--- src/rtl/frame_sched.sv ---
// -----------------------------------------------------------------------------
// frame_sched -- per-frame sequencer for the camera capture path.
//
// Issues a frame-sync strobe to the sensor on a programmable period, arms the
// histogram for exactly one complete frame (frame_valid rise to fall), then
// kicks the histogram SPI dump and waits for it to report completion.
// Completed frames, sensor timeouts and period overruns are counted.
// Everything runs on clk (clk_pixel_hs); all outputs are registered.
//
// Parameters:
//   FSIN_PERIOD  clk cycles between strobes
//   FSIN_WIDTH   strobe high time in clk cycles (>= 1)
//   FV_TIMEOUT   max cycles to wait for a frame_valid rise after a strobe
//   FCNT_W       width of the completed-frame counter
//
// Ports:
//   clk              pixel clock, rising edge
//   reset            synchronous, active-high
//   enable           run the sequencer (period timer held at 0 while low)
//   frame_valid      sensor frame valid, already synchronous to clk
//   readout_done_i   one-cycle pulse from the SPI dump when it has finished
//   ext_trig_i       (FRAME_SCHED_EXT_TRIG_EN only) external frame trigger
//   fsin_o           frame sync strobe to the sensor
//   hist_arm_o       histogram accumulates while high
//   readout_start_o  one-cycle pulse starting the SPI dump
//   busy_o           high whenever the sequencer is not idle
//   frame_count_o    completed frames, wraps
//   timeout_o        one-cycle pulse when no frame arrives after a strobe
//   overrun_o        one-cycle pulse when a trigger arrives while busy
//   err_count_o      timeouts plus overruns, saturates at 255
//
// Optional feature, macro FRAME_SCHED_EXT_TRIG_EN:
//   Adds ext_trig_i. A rising edge on it behaves exactly like a period
//   expiry; coinciding with a timer expiry it counts as one event.
// -----------------------------------------------------------------------------
module frame_sched #(
    parameter int FSIN_PERIOD = 3320000,
    parameter int FSIN_WIDTH  = 16,
    parameter int FV_TIMEOUT  = 1000000,
    parameter int FCNT_W      = 16
) (
    input  logic              clk,
    input  logic              reset,
    input  logic              enable,
    input  logic              frame_valid,
    input  logic              readout_done_i,
`ifdef FRAME_SCHED_EXT_TRIG_EN
    input  logic              ext_trig_i,
`endif
    output logic              fsin_o,
    output logic              hist_arm_o,
    output logic              readout_start_o,
    output logic              busy_o,
    output logic [FCNT_W-1:0] frame_count_o,
    output logic              timeout_o,
    output logic              overrun_o,
    output logic [7:0]        err_count_o
);

    // Counter widths, kept at least one bit wide for degenerate parameters.
    localparam int PER_W = (FSIN_PERIOD > 1) ? $clog2(FSIN_PERIOD) : 1;
    localparam int WID_W = (FSIN_WIDTH  > 1) ? $clog2(FSIN_WIDTH)  : 1;
    localparam int TO_W  = (FV_TIMEOUT  > 1) ? $clog2(FV_TIMEOUT)  : 1;

    localparam logic [PER_W-1:0] PER_LAST = PER_W'(FSIN_PERIOD - 1);
    localparam logic [WID_W-1:0] WID_LAST = WID_W'(FSIN_WIDTH - 1);
    localparam logic [TO_W-1:0]  TO_LAST  = TO_W'(FV_TIMEOUT - 1);

    typedef enum logic [2:0] {
        ST_IDLE,
        ST_STROBE,
        ST_WAIT_FV,
        ST_CAPTURE,
        ST_READOUT
    } state_t;

    state_t           state;
    logic [PER_W-1:0] per_cnt;
    logic [WID_W-1:0] wid_cnt;
    logic [TO_W-1:0]  to_cnt;
    logic             fv_q;

    logic             per_expiry;
    logic             trig;
    logic             fv_rise;
    logic             fv_fall;
    logic             overrun_evt;
    logic             timeout_evt;
    logic [1:0]       err_inc;
    logic [8:0]       err_sum;

    // -------------------------------------------------------------------------
    // Period timer: free-runs 0..FSIN_PERIOD-1 while enabled, parked at 0
    // otherwise, so the first expiry lands a full period after enable.
    // -------------------------------------------------------------------------
    assign per_expiry = enable && (per_cnt == PER_LAST);

    always_ff @(posedge clk) begin
        // NOTE: sequential state is always assigned with <= so every register
        // samples the pre-edge value of its neighbours, independent of order.
        if (reset) begin
            per_cnt <= '0;
        end else if (!enable || per_expiry) begin
            per_cnt <= '0;
        end else begin
            per_cnt <= per_cnt + 1'b1;
        end
    end

    // -------------------------------------------------------------------------
    // Frame-valid edge detect.
    // -------------------------------------------------------------------------
    always_ff @(posedge clk) begin
        if (reset) begin
            fv_q <= 1'b0;
        end else begin
            fv_q <= frame_valid;
        end
    end

    assign fv_rise = frame_valid & ~fv_q;
    assign fv_fall = ~frame_valid & fv_q;

    // -------------------------------------------------------------------------
    // Trigger source: timer expiry, optionally OR'd with an external edge.
    // An OR keeps coincident sources as a single event.
    // -------------------------------------------------------------------------
`ifdef FRAME_SCHED_EXT_TRIG_EN
    logic ext_q;

    always_ff @(posedge clk) begin
        if (reset) begin
            ext_q <= 1'b0;
        end else begin
            ext_q <= ext_trig_i;
        end
    end

    // Gated by enable so the external trigger obeys the same run control
    // as the period timer.
    assign trig = per_expiry | (enable & ext_trig_i & ~ext_q);
`else
    assign trig = per_expiry;
`endif

    // -------------------------------------------------------------------------
    // Error events and saturating error accumulation.
    // A trigger seen while busy is an overrun, including the cycle in which
    // READOUT completes. Timeout only applies while actively waiting: a
    // disable or a genuine rise in the same cycle takes precedence.
    // -------------------------------------------------------------------------
    always_comb begin
        // NOTE: every signal written here gets a default first, so no path
        // through the block leaves it unassigned and no latch is inferred.
        overrun_evt = 1'b0;
        timeout_evt = 1'b0;

        if (trig && (state != ST_IDLE)) begin
            overrun_evt = 1'b1;
        end
        if ((state == ST_WAIT_FV) && enable && !fv_rise && (to_cnt == TO_LAST)) begin
            timeout_evt = 1'b1;
        end
    end

    assign err_inc = {1'b0, overrun_evt} + {1'b0, timeout_evt};
    assign err_sum = {1'b0, err_count_o} + {7'd0, err_inc};

    // -------------------------------------------------------------------------
    // Sequencer FSM with registered outputs.
    // -------------------------------------------------------------------------
    always_ff @(posedge clk) begin
        if (reset) begin
            state           <= ST_IDLE;
            wid_cnt         <= '0;
            to_cnt          <= '0;
            fsin_o          <= 1'b0;
            hist_arm_o      <= 1'b0;
            readout_start_o <= 1'b0;
            busy_o          <= 1'b0;
            frame_count_o   <= '0;
            timeout_o       <= 1'b0;
            overrun_o       <= 1'b0;
            err_count_o     <= '0;
        end else begin
            // Single-cycle pulses default low.
            readout_start_o <= 1'b0;
            timeout_o       <= timeout_evt;
            overrun_o       <= overrun_evt;
            err_count_o     <= (err_sum > 9'd255) ? 8'hFF : err_sum[7:0];

            unique case (state)
                ST_IDLE: begin
                    if (trig) begin
                        state   <= ST_STROBE;
                        fsin_o  <= 1'b1;
                        busy_o  <= 1'b1;
                        wid_cnt <= '0;
                    end
                end

                ST_STROBE: begin
                    if (!enable) begin
                        state  <= ST_IDLE;
                        fsin_o <= 1'b0;
                        busy_o <= 1'b0;
                    end else if (wid_cnt == WID_LAST) begin
                        state  <= ST_WAIT_FV;
                        fsin_o <= 1'b0;
                        to_cnt <= '0;
                    end else begin
                        wid_cnt <= wid_cnt + 1'b1;
                    end
                end

                // A frame already in flight on entry has fv_q high, so only a
                // fresh low-to-high transition starts the capture.
                ST_WAIT_FV: begin
                    if (!enable) begin
                        state  <= ST_IDLE;
                        busy_o <= 1'b0;
                    end else if (fv_rise) begin
                        state      <= ST_CAPTURE;
                        hist_arm_o <= 1'b1;
                    end else if (timeout_evt) begin
                        state  <= ST_IDLE;
                        busy_o <= 1'b0;
                    end else begin
                        to_cnt <= to_cnt + 1'b1;
                    end
                end

                // Disable abandons the partial frame without starting a dump.
                ST_CAPTURE: begin
                    if (!enable) begin
                        state      <= ST_IDLE;
                        hist_arm_o <= 1'b0;
                        busy_o     <= 1'b0;
                    end else if (fv_fall) begin
                        state           <= ST_READOUT;
                        hist_arm_o      <= 1'b0;
                        readout_start_o <= 1'b1;
                    end
                end

                // Runs to completion regardless of enable so the SPI packet
                // is never truncated. A done pulse coincident with the start
                // pulse belongs to no dump of ours and is ignored.
                ST_READOUT: begin
                    if (readout_done_i && !readout_start_o) begin
                        state         <= ST_IDLE;
                        busy_o        <= 1'b0;
                        frame_count_o <= frame_count_o + 1'b1;
                    end
                end

                default: begin
                    state      <= ST_IDLE;
                    fsin_o     <= 1'b0;
                    hist_arm_o <= 1'b0;
                    busy_o     <= 1'b0;
                end
            endcase
        end
    end

endmodule

--- config.mk ---
export PLATFORM = sky130hd
export DESIGN_NAME = frame_sched
export DESIGN_NICKNAME = d
export VERILOG_FILES = /design/src/rtl/frame_sched.sv
export SDC_FILE = /design/constraint.sdc
export NUM_CORES = 1
export LEC_CHECK = 0
export BUFFER_PORTS_ARGS = -buffer_cell sky130_fd_sc_hd__buf_2
export CAP_MARGIN = 20
export CORE_AREA = 2 2 97 99
export CTS_CLUSTER_SIZE = 28
export DETAILED_ROUTE_END_ITERATION = 6
export DIE_AREA = 0 0 99 101
export PLACE_DENSITY = 0.64
export RECOVER_POWER = 50
export SETUP_SLACK_MARGIN = 0.15
export SYNTH_ARGS = -nofsm -noshare
export SYNTH_HDL_FRONTEND = slang
export SYNTH_SLANG_ARGS = --single-unit
--- constraint.sdc ---
create_clock -name clk -period 6.6 [get_ports clk]
set_clock_uncertainty 0.15 [all_clocks]
set_input_delay 1.32 -clock clk [delete_from_list [all_inputs] [get_ports clk]]
set_output_delay 1.32 -clock clk [all_outputs]
set_load 0.02 [all_outputs]
==> results.json, run 1 <==
{
  "status": "finished, violations left",
  "violations": "max-capacitance violations, max-slew violations",
  "syn_area_mm2": 0.00390,
  "p_total_w": 0.000952,
  "die_h_um": 101,
  "fp-row-count": 35,
  "hold_class": "reg -> reg",
  "vias": 3259,
  "synth_cell_type_count": 57,
  "final_max_slew_viol_count": 45,
  "clk_pin_slew_ns": 0.08,
  "post_cts_resized": 0,
  "syn_nets": 470,
  "cts.sinks": 80,
  "switching_share": 0.200,
  "crit_required_ns": 6.71,
  "clockPowerShare": 0.474,
  "internal-power_w": 0.000761,
  "min_period_over_period": 0.598,
  "ys_seq_area_frac": 0.411,
  "cp.arrival_ns": 4.05,
  "grt_antenna_before_repair": 0,
  "cts_tree": "done",
  "slowest_delay_ns": 0.71,
  "dieArea_mm2": 0.0100,
  "fin_tns_setup_ns": 0,
  "path_class": "in -> reg",
  "combPwrFrac": 0.018,
  "cts-root-buf": "clkbuf_8",
  "seqPwrFrac": 0.508,
  "dp.cells": 584,
  "ios": 35,
  "gr-total-overflow": 0,
  "grt_pass1_vias": 2876,
  "hpwl_um": 5530,
  "cp_max_fo": 29,
  "ir_worst_vdd_mv": 0.143,
  "track_usage": 0.166,
  "start_util": 0.434,
  "hold_viol": 0,
  "cts_setup_buffers": 0,
  "place_area_mm2": 0.00408,
  "antenna_cells": 0,
  "cts-hold-fix-buffers": 0,
  "p_leak_nw": 1.37,
  "start_kind": "primary input",
  "endpoint_kind": "register",
  "clk_latency_ns": 0.35,
  "grt_max_degree": 45,
  "clk_path_buf_depth": 2,
  "ys_ff_latch": 80,
  "firstDrtPassIters": 4,
  "p_sw_w": 0.000190,
  "ys_warn_count": 0,
  "path_cells": "buf_2, nor3b_2, nand3_1, or4_1, inv_6, fa_1, ha_1, inv_1, nor2_1, nand4_1, a21oi_1",
  "fmax_ghz": 0.254,
  "reg2reg_depth": 11,
  "drc": 0,
  "core-area_mm2": 0.00898,
  "vias_per_cell": 5.42,
  "setup_slack_ns": 2.66,
  "synth_cells": 459,
  "synth_edf_count": 0,
  "place_worst_setup_slack_ns": 2.30,
  "numCtsBuffers": 9,
  "syn_area_per_cell_um2": 8.50,
  "final_nets": 496,
  "fin_crit_ns": 3.94,
  "synth_top_flop_cell": "dfxtp_1",
  "fp.dieW_um": 99,
  "gp_congestion": 0.854,
  "power_density_mw_per_mm2": 221,
  "drtIter0Drc": 128,
  "drtAntennaViolNets": 0,
  "drive_above_1_share": 0.0633,
  "drt_wl_total_um": 8000,
  "holdPathStages": 1,
  "slowest_stage": "or4_1",
  "rsz0062_at_grt": "false",
  "io_buffers": 34,
  "drv_cap": 1,
  "final_cells": 601,
  "wire_per_inst_um": 13.3,
  "tightestPinTransition_ns": 1.93,
  "timing.slew.headroom": -0.286,
  "syn_to_final_growth_pct": 10.5,
  "htree_levels": 3,
  "ys_async_sr_fraction": 0,
  "grt_pass1_wl_um": 13700,
  "setup_viol": 0,
  "fin_area_mm2": 0.00431
}
-- final cells by class --
class / instances / area (µm²)
fill: 871 / 4670
tap: 111 / 139
inverter: 16 / 65.1
clock buffer: 12 / 155
multi-input combinational: 343 / 2110
sequential: 80 / 1600
timing repair buffer: 35 / 143
clock inverter: 4 / 98.8
-- synthesized netlist by cell type (all sizes together) (3+ instances only) --
| master | number | area (µm²) |
|---|---|---|
| nor3b | 3 | 27.5 |
| a21oi | 37 | 185 |
| o21a | 3 | 22.5 |
| xor2 | 13 | 114 |
| xnor2 | 21 | 184 |
| nor4bb | 4 | 40.0 |
| or4 | 10 | 75.1 |
| clkbuf | 13 | 48.8 |
| or3 | 7 | 43.8 |
| nand4 | 15 | 93.8 |
| o31ai | 10 | 75.1 |
| o21ai | 15 | 75.1 |
| ha | 5 | 62.6 |
| nand2b | 7 | 43.8 |
| and3 | 12 | 75.1 |
| nor3 | 17 | 90.1 |
| nand2 | 32 | 120 |
| nor2 | 56 | 210 |
| or2 | 5 | 31.3 |
| and4 | 5 | 43.8 |
| buf | 7 | 78.8 |
| inv | 16 | 65.1 |
| nor4b | 4 | 41.3 |
| mux2i | 5 | 50.1 |
| dfxtp | 80 | 1600 |
| nand3 | 23 | 115 |
| and2 | 5 | 31.3 |
-- worst paths after layout --
kind	slack, ns	end	from
setup / recovery	2.66	err_count_o[0]	enable
hold / removal	0.29	per_cnt[0]	per_cnt[0]
setup reg to reg	3.27	err_count_o[0]	to_cnt[0]
hold reg to reg	0.29	per_cnt[0]	per_cnt[0]
-- per-stage QoR --
step / hold slack [ns] / utilization
2_1_floorplan: 0.263 / -
3_3_place_gp: 0.274 / 0.455
3_5_place_dp: 0.286 / 0.455
4_1_cts: 0.298 / 0.483
5_1_grt: 0.322 / 0.480
6_report: 0.292 / 0.480
-- flip-flops by register name, indices dropped and copies added, names as in the netlist, 3 cells and up --
signal and count:
frame_count_o 16, state 3, wid_cnt 4, err_count_o 8, to_cnt 20, per_cnt 22
-- cells in the final DEF (no fill, tap or decap), types with 5 or more instances in the layout --
cell type	Yosys	final
a21oi_1	37	37
and3_1	12	12
and4_1	5	5
clkbuf_1	13	32
clkbuf_8	0	11
dfxtp_1	80	80
ha_1	5	5
inv_1	15	15
mux2i_1	5	5
nand2_1	32	32
nand2b_1	7	7
nand3_1	23	23
nand4_1	15	15
nor2_1	56	56
nor3_1	16	16
o21ai_0	15	15
o31ai_1	10	10
or2_2	5	5
or3_1	7	7
or4_1	10	10
xnor2_1	21	21
xor2_1	13	13
-- critical path: cells and delay by family --
kind | cells | cell delay, ns
buffers and inverters | 3 | 0.50
adder cells (fa/ha/maj) | 2 | 0.48
AND/OR/NAND/NOR | 5 | 1.52
AO/OA/AOI/OAI | 1 | 0.22
-- power groups by stage --
| stage | combinational [W] | sequential (W) | clock [W] |
|---|---|---|---|
| final | 0.0000174 | 0.000484 | 0.000451 |
| after global routing | 0.0000200 | 0.000484 | 0.000483 |
| after CTS | 0.0000178 | 0.000484 | 0.000461 |
| after detailed placement | 0.0000179 | 0.000495 | 0 |
| after global placement | 0.0000176 | 0.000495 | 0 |
| after floorplan | 0.0000133 | 0.000495 | 0 |
-- layer usage --
| metal | vias to the layer above | global-route usage | part of all wire |
|---|---|---|---|
| li1 | 1692 | - | - |
| met1 | 1526 | 0.238 | 0.51 |
| met2 | 35 | 0.248 | 0.45 |
| met3 | 6 | 0.0409 | 0.027 |
| met4 | 0 | 0.0495 | 0.011 |
| met5 | - | 0 | 0 |
-- cells by family (layout without fill, tap and decap cells) --
group | Yosys count | count (layout) | synth area share
AO/OA/AOI/OAI | 83 | 83 | 0.133
adder cells (fa/ha/maj) | 6 | 6 | 0.0212
AND/OR/NAND/NOR | 215 | 215 | 0.297
flip-flops | 80 | 80 | 0.411
buffers and inverters | 36 | 67 | 0.0494
XOR/XNOR | 34 | 34 | 0.0764
multiplexers | 5 | 5 | 0.0128
Power figures use the tool's default switching activity.
==> inputs of run 2 (changes only) <==
--- a/config.mk
+++ b/config.mk
@@ -5,13 +5,14 @@
 export SDC_FILE = /design/constraint.sdc
 export NUM_CORES = 1
 export LEC_CHECK = 0
+export ABC_AREA = 1
 export BUFFER_PORTS_ARGS = -buffer_cell sky130_fd_sc_hd__buf_2
 export CAP_MARGIN = 20
-export CORE_AREA = 2 2 97 99
+export CORE_AREA = 2 2 102 104
 export CTS_CLUSTER_SIZE = 28
 export DETAILED_ROUTE_END_ITERATION = 6
-export DIE_AREA = 0 0 99 101
-export PLACE_DENSITY = 0.64
+export DIE_AREA = 0 0 104 106
+export PLACE_DENSITY = 0.66
 export RECOVER_POWER = 50
 export SETUP_SLACK_MARGIN = 0.15
 export SYNTH_ARGS = -nofsm -noshare
==> constraint.sdc (replaced) <==
create_clock -name clk -period 3.6 [get_ports clk]
set_clock_uncertainty 0.15 [all_clocks]
set_input_delay 0.72 -clock clk [delete_from_list [all_inputs] [get_ports clk]]
set_output_delay 0.72 -clock clk [all_outputs]
set_load 0.02 [all_outputs]
==> run 2 against run 1 <==
- the run still ends with max-capacitance violations, max-slew violations left
- clock-buffer cell count unchanged
- flip-flop and latch count unchanged
- synthesized cell count increased by 41%
- global-route usage increased by 1.6 points
- design area increased by 10%
- sequential share of layout area decreased by 3.4 points
- die area increased by 10%
- wire length increased by 21%
- setup slack got worse by 2.0 ns
- highest routed layer unchanged
- first-iteration DRC count increased by 58%
- critical endpoint is now err_count_o[5]
- hold slack improved by 0.012 ns
- synthesized area increased by 11%
==> results.json, run 2 <==
{
  "status": "finished, violations left",
  "violations": "max-capacitance violations, max-slew violations",
  "cts.sinks": 80,
  "cp.arrival_ns": 3.04,
  "setup_viol": 0,
  "timing.slew.headroom": -0.204,
  "syn_area_mm2": 0.00433,
  "yosys-top-cells-count": "133 x nand2_1, 97 x nor2_1, 80 x dfxtp_1",
  "crit_required_ns": 3.70,
  "yosys.area.top_type_share": 0.370,
  "die_h_um": 106,
  "grt_pass1_vias": 3925,
  "vias": 4095,
  "holdPathStages": 1,
  "clockPowerShare": 0.374,
  "wire_per_inst_um": 11.8,
  "fin_hold_ws_ns": 0.303,
  "grt_max_degree": 39,
  "p_sw_w": 0.000597,
  "drtIter0Drc": 202,
  "cts-root-buf": "clkbuf_8",
  "fmax_ghz": 0.341,
  "io_buffers": 34,
  "drc": 0,
  "htree_levels": 3,
  "antenna_cells": 0,
  "path_class": "reg -> reg",
  "power_density_mw_per_mm2": 421,
  "start_util": 0.433,
  "top_regs": "per_cnt: 22 flops, to_cnt: 20 flops, frame_count_o: 16 flops",
  "numCtsBuffers": 9,
  "clk_pin_slew_ns": 0.09,
  "ys_async_sr_fraction": 0,
  "start_kind": "register",
  "tightestPinTransition_ns": 1.81,
  "endpoint_kind": "register",
  "seqPwrFrac": 0.463,
  "p_leak_nw": 1.62,
  "cts-hold-fix-buffers": 0,
  "firstDrtPassIters": 5,
  "internal-power_w": 0.00140,
  "slowest_delay_ns": 0.36,
  "synth_cells": 645,
  "ys_seq_area_frac": 0.370,
  "ir_worst_vdd_mv": 0.233,
  "cts_setup_buffers": 0,
  "ios": 35,
  "synth_most_common_cell": "nand2_1",
  "syn_nets": 656,
  "hold_class": "reg -> reg",
  "dieArea_mm2": 0.0110,
  "fin_tns_setup_ns": 0,
  "drv_cap": 1,
  "synth_top_flop_cell": "dfxtp_1",
  "synthTopCellsByArea": "dfxtp_1 37%, nand2_1 12%, nor2_1 8.4%",
  "drtAntennaViolNets": 0,
  "switching_share": 0.298,
  "hpwl_um": 7090,
  "final_max_slew_viol_count": 39,
  "cpLargestDelayFamily": "simple AND/OR/NAND/NOR gates",
  "fin_area_mm2": 0.00475,
  "muxShareOfSynthArea": 0,
  "synth_edf_count": 0,
  "reg2reg_depth": 14,
  "fp-row-count": 37,
  "min_period_over_period": 0.815,
  "combPwrFrac": 0.163,
  "synth_top_family_by_area": "simple AND/OR/NAND/NOR gates",
  "crit_top_cell": "nand2_1",
  "regMostFlops": "per_cnt",
  "drt_wl_total_um": 9640,
  "grt_antenna_before_repair": 0,
  "gp_congestion": 0.908,
  "synth_compound_gate_area_share": 0.102,
  "ys_warn_count": 0,
  "syn_area_per_cell_um2": 6.72,
  "synth_adder_area_share": 0.0191,
  "final_nets": 688,
  "largest_reg_flops": 22,
  "cp_max_fo": 6,
  "clk_path_buf_depth": 2,
  "hold_viol": 0,
  "fp.dieW_um": 104,
  "gr-total-overflow": 0,
  "place_area_mm2": 0.00461,
  "crit_buf_inv": 1,
  "track_usage": 0.182,
  "slowest_stage": "dfxtp_1",
  "grt_pass1_wl_um": 16900,
  "final_cell_mix": "135 x nand2_1, 103 x nor2_1, 80 x dfxtp_1",
  "path_cells": "ha_1, nand2_1, nor3_2, nand3_1, nor2_1, nand2_1, inv_1, fa_1, ha_1, nand3_1, nor3_1, and2_1, nand2_1, a21oi_1",
  "drive_above_1_share": 0.0587,
  "final_common_cell": "nand2_1",
  "synthSimpleGateAreaFrac": 0.373,
  "fin_crit_ns": 2.93,
  "ys_ff_latch": 80,
  "syn_to_final_growth_pct": 9.59,
  "path_depth": 14,
  "core-area_mm2": 0.0100,
  "vias_per_cell": 5.01,
  "synth_top_area_cell": "dfxtp_1",
  "synth_cell_type_count": 41,
  "post_cts_resized": 0,
  "clk_latency_ns": 0.35,
  "rsz0062_at_grt": "false",
  "synth-xor-area-share": 0.0465,
  "cts_tree": "done"
}
==> run 2: cell count changes after synthesis, moves of 7 or more <==
cell,before,now
nor2_1,56,97
nor2_2,0,7
inv_1,15,79
or4_1,10,0
nand2b_1,7,0
xnor2_1,21,4
o31ai_1,10,1
nand3_1,23,51
nand2_1,32,133
a21oi_1,37,55
and3_1,12,1
==> run 2: area by class of cell <==
cell class | count | area (µm²)
fillers | 1085 | 5250
well taps | 136 | 170
flip-flops and latches | 80 | 1600
clock buffers | 12 | 145
multi-input cells | 467 | 2300
clock inverters | 4 | 76.3
inverters | 83 | 313
repair buffers | 36 | 143
==> run 2: metrics by stage <==
step	total power [W]	setup slack (ns)	cells	utilization
2_1_floorplan	0.00121	0.966	645	-
3_3_place_gp	0.00127	0.779	802	0.461
3_5_place_dp	0.00127	0.683	802	0.461
4_1_cts	0.00202	0.673	818	0.483
5_1_grt	0.00211	0.331	818	0.475
6_report	0.00200	0.666	818	0.475
==> run 2: path summary, 6_finish.rpt <==
path,start,to,slack (ns)
hold / removal,per_cnt[0],per_cnt[0],0.30
setup reg to reg,per_cnt[0],err_count_o[5],0.67
hold reg to reg,per_cnt[0],per_cnt[0],0.30
setup / recovery,per_cnt[0],err_count_o[5],0.67
==> run 2: logic make-up after synthesis <==
kind of cell | Yosys count
simple gates | 354
buf+inv | 98
compound gates | 84
flops | 80
xor+xnor | 23
fa+ha+maj | 6
==> run 2: per-layer routing <==
| metal | vias to the layer above | GRT usage | wire, µm |
|---|---|---|---|
| met5 | - | 0 | 0 |
| met4 | 0 | 0.0589 | 151 |
| met3 | 15 | 0.0374 | 446 |
| met2 | 91 | 0.314 | 4380 |
| met1 | 1850 | 0.228 | 4660 |
| li1 | 2139 | - | - |
==> run 2: worst reg2reg max path, stage by stage (launching register included) <==
cell and delay (ns):
dfxtp_1 0.36, ha_1 0.17, nand2_1 0.09, nor3_2 0.31
nand3_1 0.17, nor2_1 0.15, nand2_1 0.10, inv_1 0.08
fa_1 0.20, ha_1 0.18, nand3_1 0.12, nor3_1 0.24
and2_1 0.19, nand2_1 0.14, a21oi_1 0.18
==> run 2: power by group through the flow <==
stage | Clock, W | Combinational, W | Sequential, W
global placement | 0 | 0.000324 | 0.000946
CTS | 0.000768 | 0.000330 | 0.000925
global route | 0.000805 | 0.000374 | 0.000929
floorplan | 0 | 0.000254 | 0.000955
detailed placement | 0 | 0.000329 | 0.000946
finish | 0.000749 | 0.000326 | 0.000926
